==> src/rtl/sr_drive_pkg.sv <==
// Shared types and width helpers for the SR flip-flop drive controller.
package sr_drive_pkg;

   typedef enum logic [1:0] {
      ST_IDLE     = 2'd0,
      ST_SET_HOLD = 2'd1,
      ST_CLR_HOLD = 2'd2,
      ST_VERIFY   = 2'd3
   } drive_state_t;

   localparam int DEB_CYCLES_DEF  = 4;
   localparam int HOLD_CYCLES_DEF = 2;
   localparam int DEB_W  = $clog2(DEB_CYCLES_DEF + 1);
   localparam int HOLD_W = $clog2(HOLD_CYCLES_DEF + 1);

   // Counter width able to hold the value n itself.
   function automatic int cnt_width(input int n);
      return (n < 1) ? 1 : $clog2(n + 1);
   endfunction

endpackage

==> src/rtl/sr_drive_if.sv <==
// Button inputs, flip-flop drive/feedback and status flags of the drive controller.
interface sr_drive_if;
   logic set_btn;
   logic clr_btn;
   logic q_fb;
   logic s;
   logic r;
   logic busy;
   logic conflict;
   logic miss;
   logic err;

   modport master (
      output set_btn, clr_btn, q_fb,
      input  s, r, busy, conflict, miss, err
   );

   modport slave (
      input  set_btn, clr_btn, q_fb,
      output s, r, busy, conflict, miss, err
   );
endinterface

==> src/rtl/sr_drive_ctrl_btn_debounce.sv <==
// Two-flop synchroniser, debounce counter and rising-edge press detector for one button.
module btn_debounce
   import sr_drive_pkg::*;
#(
   parameter int DEB_CYCLES = DEB_CYCLES_DEF
) (
   input  logic clk,
   input  logic rst,
   input  logic btn,
   output logic level,
   output logic press
);

   localparam int CW = cnt_width(DEB_CYCLES);

   logic          sync1;
   logic          sync2;
   logic          level_d;
   logic [CW-1:0] cnt;

   // The new level is taken when the counter already holds DEB_CYCLES and the
   // inputs still differ, so a change must persist for DEB_CYCLES+1 samples.
   always_ff @(posedge clk) begin
      if (rst) begin
         sync1   <= 1'b0;
         sync2   <= 1'b0;
         level   <= 1'b0;
         level_d <= 1'b0;
         cnt     <= '0;
      end else begin
         sync1   <= btn;
         sync2   <= sync1;
         level_d <= level;
         if (sync2 != level) begin
            if (cnt == CW'(DEB_CYCLES)) begin
               level <= sync2;
               cnt   <= '0;
            end else begin
               cnt <= cnt + CW'(1);
            end
         end else begin
            cnt <= '0;
         end
      end
   end

   assign press = level & ~level_d;

endmodule

==> src/rtl/sr_drive_ctrl.sv <==
// Debounced set/clear buttons to fixed-width s/r pulses for SR_FF, never s=r=1.
// Define SR_DRIVE_VERIFY_EN to build the q_fb read-back check and live err flag.
//
//   state       | meaning
//   ST_IDLE     | waiting for a set or clear request
//   ST_SET_HOLD | s asserted for HOLD_CYCLES cycles
//   ST_CLR_HOLD | r asserted for HOLD_CYCLES cycles
//   ST_VERIFY   | compare q_fb with the value just written
module sr_drive_ctrl
   import sr_drive_pkg::*;
#(
   parameter int DEB_CYCLES  = DEB_CYCLES_DEF,
   parameter int HOLD_CYCLES = HOLD_CYCLES_DEF
) (
   input  logic     clk,
   input  logic     rst,
   sr_drive_if.slave bus
);

   localparam int HW = cnt_width(HOLD_CYCLES);
   localparam logic [HW-1:0] HOLD_INIT = HW'(HOLD_CYCLES - 1);

   drive_state_t  state;
   logic [HW-1:0] hold_cnt;
   logic          s_q, r_q, busy_q, conflict_q, miss_q, err_q;
   logic          verify_exp;
   logic          set_level, clr_level;
   logic          set_press, clr_press;

   btn_debounce #(.DEB_CYCLES(DEB_CYCLES)) u_set_deb (
      .clk   (clk),
      .rst   (rst),
      .btn   (bus.set_btn),
      .level (set_level),
      .press (set_press)
   );

   btn_debounce #(.DEB_CYCLES(DEB_CYCLES)) u_clr_deb (
      .clk   (clk),
      .rst   (rst),
      .btn   (bus.clr_btn),
      .level (clr_level),
      .press (clr_press)
   );

   always_ff @(posedge clk) begin
      if (rst) begin
         state      <= ST_IDLE;
         hold_cnt   <= '0;
         s_q        <= 1'b0;
         r_q        <= 1'b0;
         busy_q     <= 1'b0;
         conflict_q <= 1'b0;
         miss_q     <= 1'b0;
         err_q      <= 1'b0;
         verify_exp <= 1'b0;
      end else begin
         conflict_q <= 1'b0;
         miss_q     <= 1'b0;
         case (state)
            ST_IDLE: begin
               if (set_press && clr_press) begin
                  conflict_q <= 1'b1;
               end else if (set_press) begin
                  state      <= ST_SET_HOLD;
                  s_q        <= 1'b1;
                  busy_q     <= 1'b1;
                  hold_cnt   <= HOLD_INIT;
                  verify_exp <= 1'b1;
               end else if (clr_press) begin
                  state      <= ST_CLR_HOLD;
                  r_q        <= 1'b1;
                  busy_q     <= 1'b1;
                  hold_cnt   <= HOLD_INIT;
                  verify_exp <= 1'b0;
               end
            end
            ST_SET_HOLD, ST_CLR_HOLD: begin
               miss_q <= set_press | clr_press;
               if (hold_cnt == '0) begin
                  s_q <= 1'b0;
                  r_q <= 1'b0;
`ifdef SR_DRIVE_VERIFY_EN
                  state <= ST_VERIFY;
`else
                  state  <= ST_IDLE;
                  busy_q <= 1'b0;
`endif
               end else begin
                  hold_cnt <= hold_cnt - HW'(1);
               end
            end
`ifdef SR_DRIVE_VERIFY_EN
            ST_VERIFY: begin
               miss_q <= set_press | clr_press;
               if (bus.q_fb != verify_exp) err_q <= 1'b1;
               state  <= ST_IDLE;
               busy_q <= 1'b0;
            end
`endif
            default: begin
               state  <= ST_IDLE;
               s_q    <= 1'b0;
               r_q    <= 1'b0;
               busy_q <= 1'b0;
            end
         endcase
      end
   end

   // Debounced levels are only consumed through their press strobes.
   logic [1:0] unused_levels;
   assign unused_levels = {set_level, clr_level};

`ifndef SR_DRIVE_VERIFY_EN
   logic [1:0] unused_fb;
   assign unused_fb = {bus.q_fb, verify_exp};
`endif

   assign bus.s        = s_q;
   assign bus.r        = r_q;
   assign bus.busy     = busy_q;
   assign bus.conflict = conflict_q;
   assign bus.miss     = miss_q;
   assign bus.err      = err_q;

endmodule

==> src/flat_wrapper.sv <==
// flat-port wrapper written by rule: the top's interface ports become plain ports
module sr_drive_ctrl_flat import sr_drive_pkg::*;
#(
   parameter int DEB_CYCLES  = DEB_CYCLES_DEF,
   parameter int HOLD_CYCLES = HOLD_CYCLES_DEF
)
  (clk, rst, bus_set_btn, bus_clr_btn, bus_q_fb, bus_s, bus_r, bus_busy, bus_conflict, bus_miss, bus_err);
  sr_drive_if bus_i ();
  input  logic clk;
  input  logic rst;
  input wire logic [$bits(bus_i.set_btn)-1:0] bus_set_btn;
  input wire logic [$bits(bus_i.clr_btn)-1:0] bus_clr_btn;
  input wire logic [$bits(bus_i.q_fb)-1:0] bus_q_fb;
  output wire logic [$bits(bus_i.s)-1:0] bus_s;
  output wire logic [$bits(bus_i.r)-1:0] bus_r;
  output wire logic [$bits(bus_i.busy)-1:0] bus_busy;
  output wire logic [$bits(bus_i.conflict)-1:0] bus_conflict;
  output wire logic [$bits(bus_i.miss)-1:0] bus_miss;
  output wire logic [$bits(bus_i.err)-1:0] bus_err;
  assign bus_i.set_btn = bus_set_btn;
  assign bus_i.clr_btn = bus_clr_btn;
  assign bus_i.q_fb = bus_q_fb;
  assign bus_s = bus_i.s;
  assign bus_r = bus_i.r;
  assign bus_busy = bus_i.busy;
  assign bus_conflict = bus_i.conflict;
  assign bus_miss = bus_i.miss;
  assign bus_err = bus_i.err;
  sr_drive_ctrl #(.DEB_CYCLES(DEB_CYCLES), .HOLD_CYCLES(HOLD_CYCLES)) u_core (.clk(clk), .rst(rst), .bus(bus_i));
endmodule
==> config.mk <==
export PLATFORM = sky130hd
export DESIGN_NAME = sr_drive_ctrl_flat
export DESIGN_NICKNAME = d
export VERILOG_FILES = /design/src/rtl/sr_drive_pkg.sv /design/src/rtl/sr_drive_if.sv /design/src/rtl/sr_drive_ctrl_btn_debounce.sv /design/src/rtl/sr_drive_ctrl.sv /design/src/flat_wrapper.sv
export SDC_FILE = /design/constraint.sdc
export NUM_CORES = 1
export LEC_CHECK = 0
export ABC_AREA = 1
export ABC_CLOCK_PERIOD_IN_PS = 1300
export CORE_UTILIZATION = 30
export CTS_CLUSTER_SIZE = 25
export DETAILED_ROUTE_END_ITERATION = 7
export GPL_ROUTABILITY_DRIVEN = 0
export GPL_TIMING_DRIVEN = 0
export PLACE_DENSITY = 0.51
export SYNTH_ARGS = -nofsm -noshare
export SYNTH_HDL_FRONTEND = slang
export SYNTH_SLANG_ARGS = --single-unit
==> constraint.sdc <==
create_clock -name clk -period 1.3 [get_ports clk]
set_clock_uncertainty 0.05 [all_clocks]
set_input_delay 0.39 -clock clk [delete_from_list [all_inputs] [get_ports clk]]
set_output_delay 0.39 -clock clk [all_outputs]
set_load 0.1 [all_outputs]
* Word level (Yosys, flattened, before mapping)
Cells that the tools add are included. Widths: inputs -> output; s select.
Word-level totals: bits in registers 23, input bits 5, logic and storage cells 79
Cells by class: add/sub/neg operators 3, equal/unequal tests 13, mux-type cells 22, bitwise gates (word level) 9, reductions and logical operators 15
Operators with widths (count):
- $mux 2 | 8
- $mux 1 | 9
- $pmux 2 s2 | 2
- $reduce_and 4->1 | 2
- $add 3x1->3 const B | 2
- $eq 3x3->1 const B | 2
- $ne 2x1->1 const B | 3
- $ne 2x2->1 const B | 3
- $not 1->1 | 6
- $pmux 1 s2 | 3
- $reduce_and 3->1 | 2
- $reduce_or 2->1 | 3
- $reduce_or 3->1 | 2
- $logic_not 2->1 | 2
- $reduce_and 2->1 | 2
- $ne 3x1->1 const B | 1
- $and 1x1->1 | 2
- $eq 2x1->1 const B | 1
- $eq 2x2->1 const B | 1
- $ne 1x1->1 | 2
- $reduce_bool 2->1 | 1
- $sub 2x1->2 const B | 1
- $logic_and 1x1->1 | 1
- $or 1x1->1 | 1

* Logic depth before layout (Yosys ltp)
Gate-level depths: netlist of run 1.
depth in word-level cells 6, gate-level depth with buffers 10

* Cells and area by module
From an unflattened synthesis of run 1, not the netlist that was laid out.
Second synthesis, totals: cells, all modules 126, area, all modules 964.7 um^2
Modules (own cells, without submodules):
- btn_debounce | times used 2, cells an instance 33, area an instance 266.5 um^2, seq. area each 140.1 um^2
- sr_drive_ctrl | times used 1, cells an instance 60, area an instance 431.7 um^2, seq. area each 180.2 um^2

* Worst setup path before layout of run 1
OpenSTA, ideal clock, no wires.
path type reg2reg, start register u_core.state[0], end register u_core.busy_q, in the netlist u_core.bus.busy, setup time 0.119 ns, data arrival time 1.199 ns, required time 1.131 ns, path slack -0.068 ns, stages on the path, launching flop included 9, period minus slack after synthesis 1.368 ns, path through dfxtp_1 -> inv_1 -> ha_1 -> nand2_1 -> inv_1 -> nor2_4 -> nand3_1 -> nand2_1 -> nor2_1
Between the ends: longest elaborated chain between the ends 4, elaborated cells between the ends (all ways) 9, those cells by class 5 x eq/ne; 1 x mux; 3 x reduce/logical
Ends and longest elaborated chain:
- from (decl) | line sr_drive_ctrl.sv:23 | drive_state_t state;
- from (signal assigned) | line sr_drive_ctrl.sv:48 | state <= ST_IDLE;
- from (signal assigned) | line sr_drive_ctrl.sv:65 | state <= ST_SET_HOLD;
- from (signal assigned) | line sr_drive_ctrl.sv:71 | state <= ST_CLR_HOLD;
- $eq 2x1->1 / $eq 2x2->1 (equally long branches) | line sr_drive_ctrl.sv:60 | case (state)
- $reduce_or 2->1 | line sr_drive_ctrl.sv:60
- $ne 2x1->1 (no source line)
- $reduce_and 3->1 (no source line)
- to (signal assigned) | line sr_drive_ctrl.sv:52 | busy_q <= 1'b0;
- to (signal assigned) | line sr_drive_ctrl.sv:67 | busy_q <= 1'b1;
- to (signal assigned) | line sr_drive_ctrl.sv:73 | busy_q <= 1'b1;
- to (decl) | line sr_drive_ctrl.sv:25 | logic s_q, r_q, busy_q, conflict_q, miss_q, err_q;
Several ways; a longest one is shown, not always the timed one. A chain may end at the register's enable or synchronous reset.

* Final worst setup path of run 1
start register u_core.busy_q, in the netlist u_core.bus.busy, end output bus_busy
RTL lines:
- to (decl) | line flat_wrapper.sv:16 | output wire logic [$bits(bus_i.busy)-1:0] bus_busy;
No word-level cell between the ends.

==> metrics.yaml, run 1 <==
final_layout:
  fin_area_um2: 1340
  fillers: 345
  final_cell_mix: "nor2_1, inv_1, nand2_1, dfxtp_1, dfxtp_2"
  multi_input_area_um2: 526
  area_delta_synth_final_pct: 30.1
  drive_gt1_frac: 0.302
  fin_cells: 193
  final_common_cell: "nor2_1"
  antennaDiodeCount: 0
  num-nets-final: 162
  final_util: 0.426
  seq_area_um2: 470
worst_setup_path:
  cp-start-kind: "flop"
  cp_num_buf_inv: 1
  path_class: "reg2out"
  crit_arrival_ns: 0.87
  max_stage_delay_ns: 0.38
  cp_cell_sequence: "buf_12"
  critical_path_peak_fanout: 2
  critPathSlowestCell: "dfxtp_2"
  crit_path_end_kind: "output port"
  critPathTopFamily: "flip-flops"
  worstPathRequired_ns: 0.86
place:
  pre_cts_slack_ns: -0.567
  post-place-cells: 186
  port_buffers: 8
  dp_hpwl_mm: 1.28
  place_area_um2: 1190
die:
  die_h_um: 60.7
  start_util: 0.327
  die-area_um2: 3680
  ios: 11
  fp.dieW_um: 60.7
  core_area_um2: 3150
  rows: 20
timing:
  rsz0062_at_grt: "true"
  fin_crit_sh: 1.01
  holdWs_ns: 0.365
  tns_ns: -0.0197
  worst_slack_ns: -0.0128
  setup_viol: 3
  slew_viol_final: 0
  fmax_mhz: 762
  period_needed_ns: 1.31
  hold_violations: 0
clock_network:
  cts.htree.levels: 1
  cts_tree: "built"
  clock_latency_ns: 0.32
  cts_made_buffers: 3
  cts_sinks: 23
  root_buffer: "clkbuf_4"
  clock_path_buffers: 2
  clkTransAtPathRegs_ns: 0.13
synthesis:
  ys_seq_area_frac: 0.446
  synth_top_area_share: 0.446
  yosysTopAreaCell: "dfxtp_1"
  ys_ff_latch: 23
  yosysWarnings: 0
  synthCells: 134
  avgSynthCellArea_um2: 7.70
  synth_fp_nets: 146
  synth_cell_types: 24
  netlist_area_um2: 1030
  yosys-top-cells-area: "dfxtp_1, ha_1, inv_1"
route:
  first_pass_iters: 4
  vias_per_cell: 4.20
  routed_wl_mm: 1.67
  vias: 811
  antenna_left: 0
  drc: 0
  drt_iter0_drc: 12
  avgRoutedWirePerCell_um: 8.66
grt:
  grt_pass1_wl_mm: 2.97
  grt.total_usage: 0.111
  grt-ovfl-total: 0
  grt_max_degree: 14
  grt_pass1_vias: 747
  antenna_found_initial: 0
pwr:
  p_leak_nw: 0.596
  ir_drop_v: 0.000694
  p_total_mw: 1.10
  power.density_nw_per_um2: 819
job:
  max-cap-violations: 0
min_path:
  hp-class: "reg2reg"
outcome:
  violations: "negative setup slack"
  outcome: "finished with violations"
==> repair_timing <==
item,4_1_cts,5_1_grt
cloned,0,0
hold buffers,0,0
setup endpoints to repair,11,12
buffers inserted,1,2
pin swaps,5,5
hold endpoints to repair,0,0
resized for setup,55,9
==> synthesized netlist by cell type <==
library cell / count
a211oi_1: 1
a21oi_1: 5
and2_1: 1
buf_4: 1
clkbuf_1: 1
clkinv_1: 1
conb_1: 1
dfxtp_1: 23
ha_1: 7
inv_1: 23
inv_2: 2
nand2_1: 20
nand2_2: 2
nand3_1: 7
nand3_2: 2
nand4_1: 1
nor2_1: 22
nor2_2: 4
nor2_4: 1
o21ai_0: 3
o21ai_2: 1
or2_2: 1
xnor2_1: 2
xor2_1: 2
==> worst reg2reg max path, cell delays in order (launching register included) <==
cell and delay, ns:
dfxtp_2 0.36, inv_2 0.06, ha_4 0.26, nand2_4 0.08, inv_2 0.05, nor2_4 0.17, nand2_1 0.08, nand2_1 0.06
nand2_1 0.05, inv_1 0.04
==> metal layers <==
metal / GRT usage / share of wire
met5: 0 / 0
met4: 0.0487 / 0.016
met3: 0.0384 / 0.034
met2: 0.190 / 0.47
met1: 0.125 / 0.48
==> layout make-up <==
class / instances / area share
Multi-Input combinational cell: 83 / 0.391
Sequential cell: 23 / 0.350
Timing Repair Buffer: 11 / 0.114
Inverter: 26 / 0.0746
Tap cell: 44 / 0.0410
Clock buffer: 3 / 0.0168
Buffer: 2 / 0.00839
Clock inverter: 1 / 0.00373
==> kinds of logic after synthesis <==
group	Yosys count	synth area share
and+or+nand+nor	61	0.272
buffers and inverters	28	0.105
DFF	23	0.446
AOI/OAI and AO/OA	10	0.0545
adders and majority gates	7	0.0848
xor gates and xnor gates	4	0.0339
other	1	0.00363
==> path summary, 6_finish.rpt <==
kind,start,to,cells after the start,slack (ns)
worst max register to register,u_core.state[0],u_core.state[1],9,0.01
worst min-delay path,u_core.u_clr_deb.sync1,u_core.u_clr_deb.sync2,2,0.37
worst max-delay path,u_core.bus.busy,bus_busy,1,-0.01
worst min register to register,u_core.u_clr_deb.sync1,u_core.u_clr_deb.sync2,2,0.37
==> state kept, by name, summed over array words and instances (netlist names) <==
signal / cells
u_core.hold_cnt: 2
u_core.u_clr_deb.sync1: 1
u_core.bus.conflict: 1
u_core.u_set_deb.sync2: 1
u_core.u_set_deb.sync1: 1
u_core.u_set_deb.level: 1
u_core.u_set_deb.level_d: 1
u_core.u_clr_deb.level_d: 1
u_core.u_clr_deb.cnt: 3
u_core.bus.r: 1
u_core.u_clr_deb.sync2: 1
u_core.state: 2
u_core.u_set_deb.cnt: 3
u_core.bus.busy: 1
u_core.bus.s: 1
u_core.u_clr_deb.level: 1
u_core.bus.miss: 1
==> power by group <==
part / internal [mW] / total [mW] / switching (mW)
clock: 0.115 / 0.332 / 0.217
combinational: 0.0185 / 0.0514 / 0.0329
sequential: 0.712 / 0.716 / 0.00359
No activity file was read; power rests on OpenSTA's default activity.
==> run 2: changes to the inputs <==
--- a/config.mk
+++ b/config.mk
@@ -8,6 +8,7 @@
 export ABC_AREA = 1
 export ABC_CLOCK_PERIOD_IN_PS = 1300
 export CORE_UTILIZATION = 30
+export CTS_BUF_LIST = sky130_fd_sc_hd__clkbuf_4 sky130_fd_sc_hd__clkbuf_8 sky130_fd_sc_hd__clkbuf_16
 export CTS_CLUSTER_SIZE = 25
 export DETAILED_ROUTE_END_ITERATION = 7
 export GPL_ROUTABILITY_DRIVEN = 0
==> results of run 2 <==
No change in the layout: final DEF, timing and power equal those of run 1.
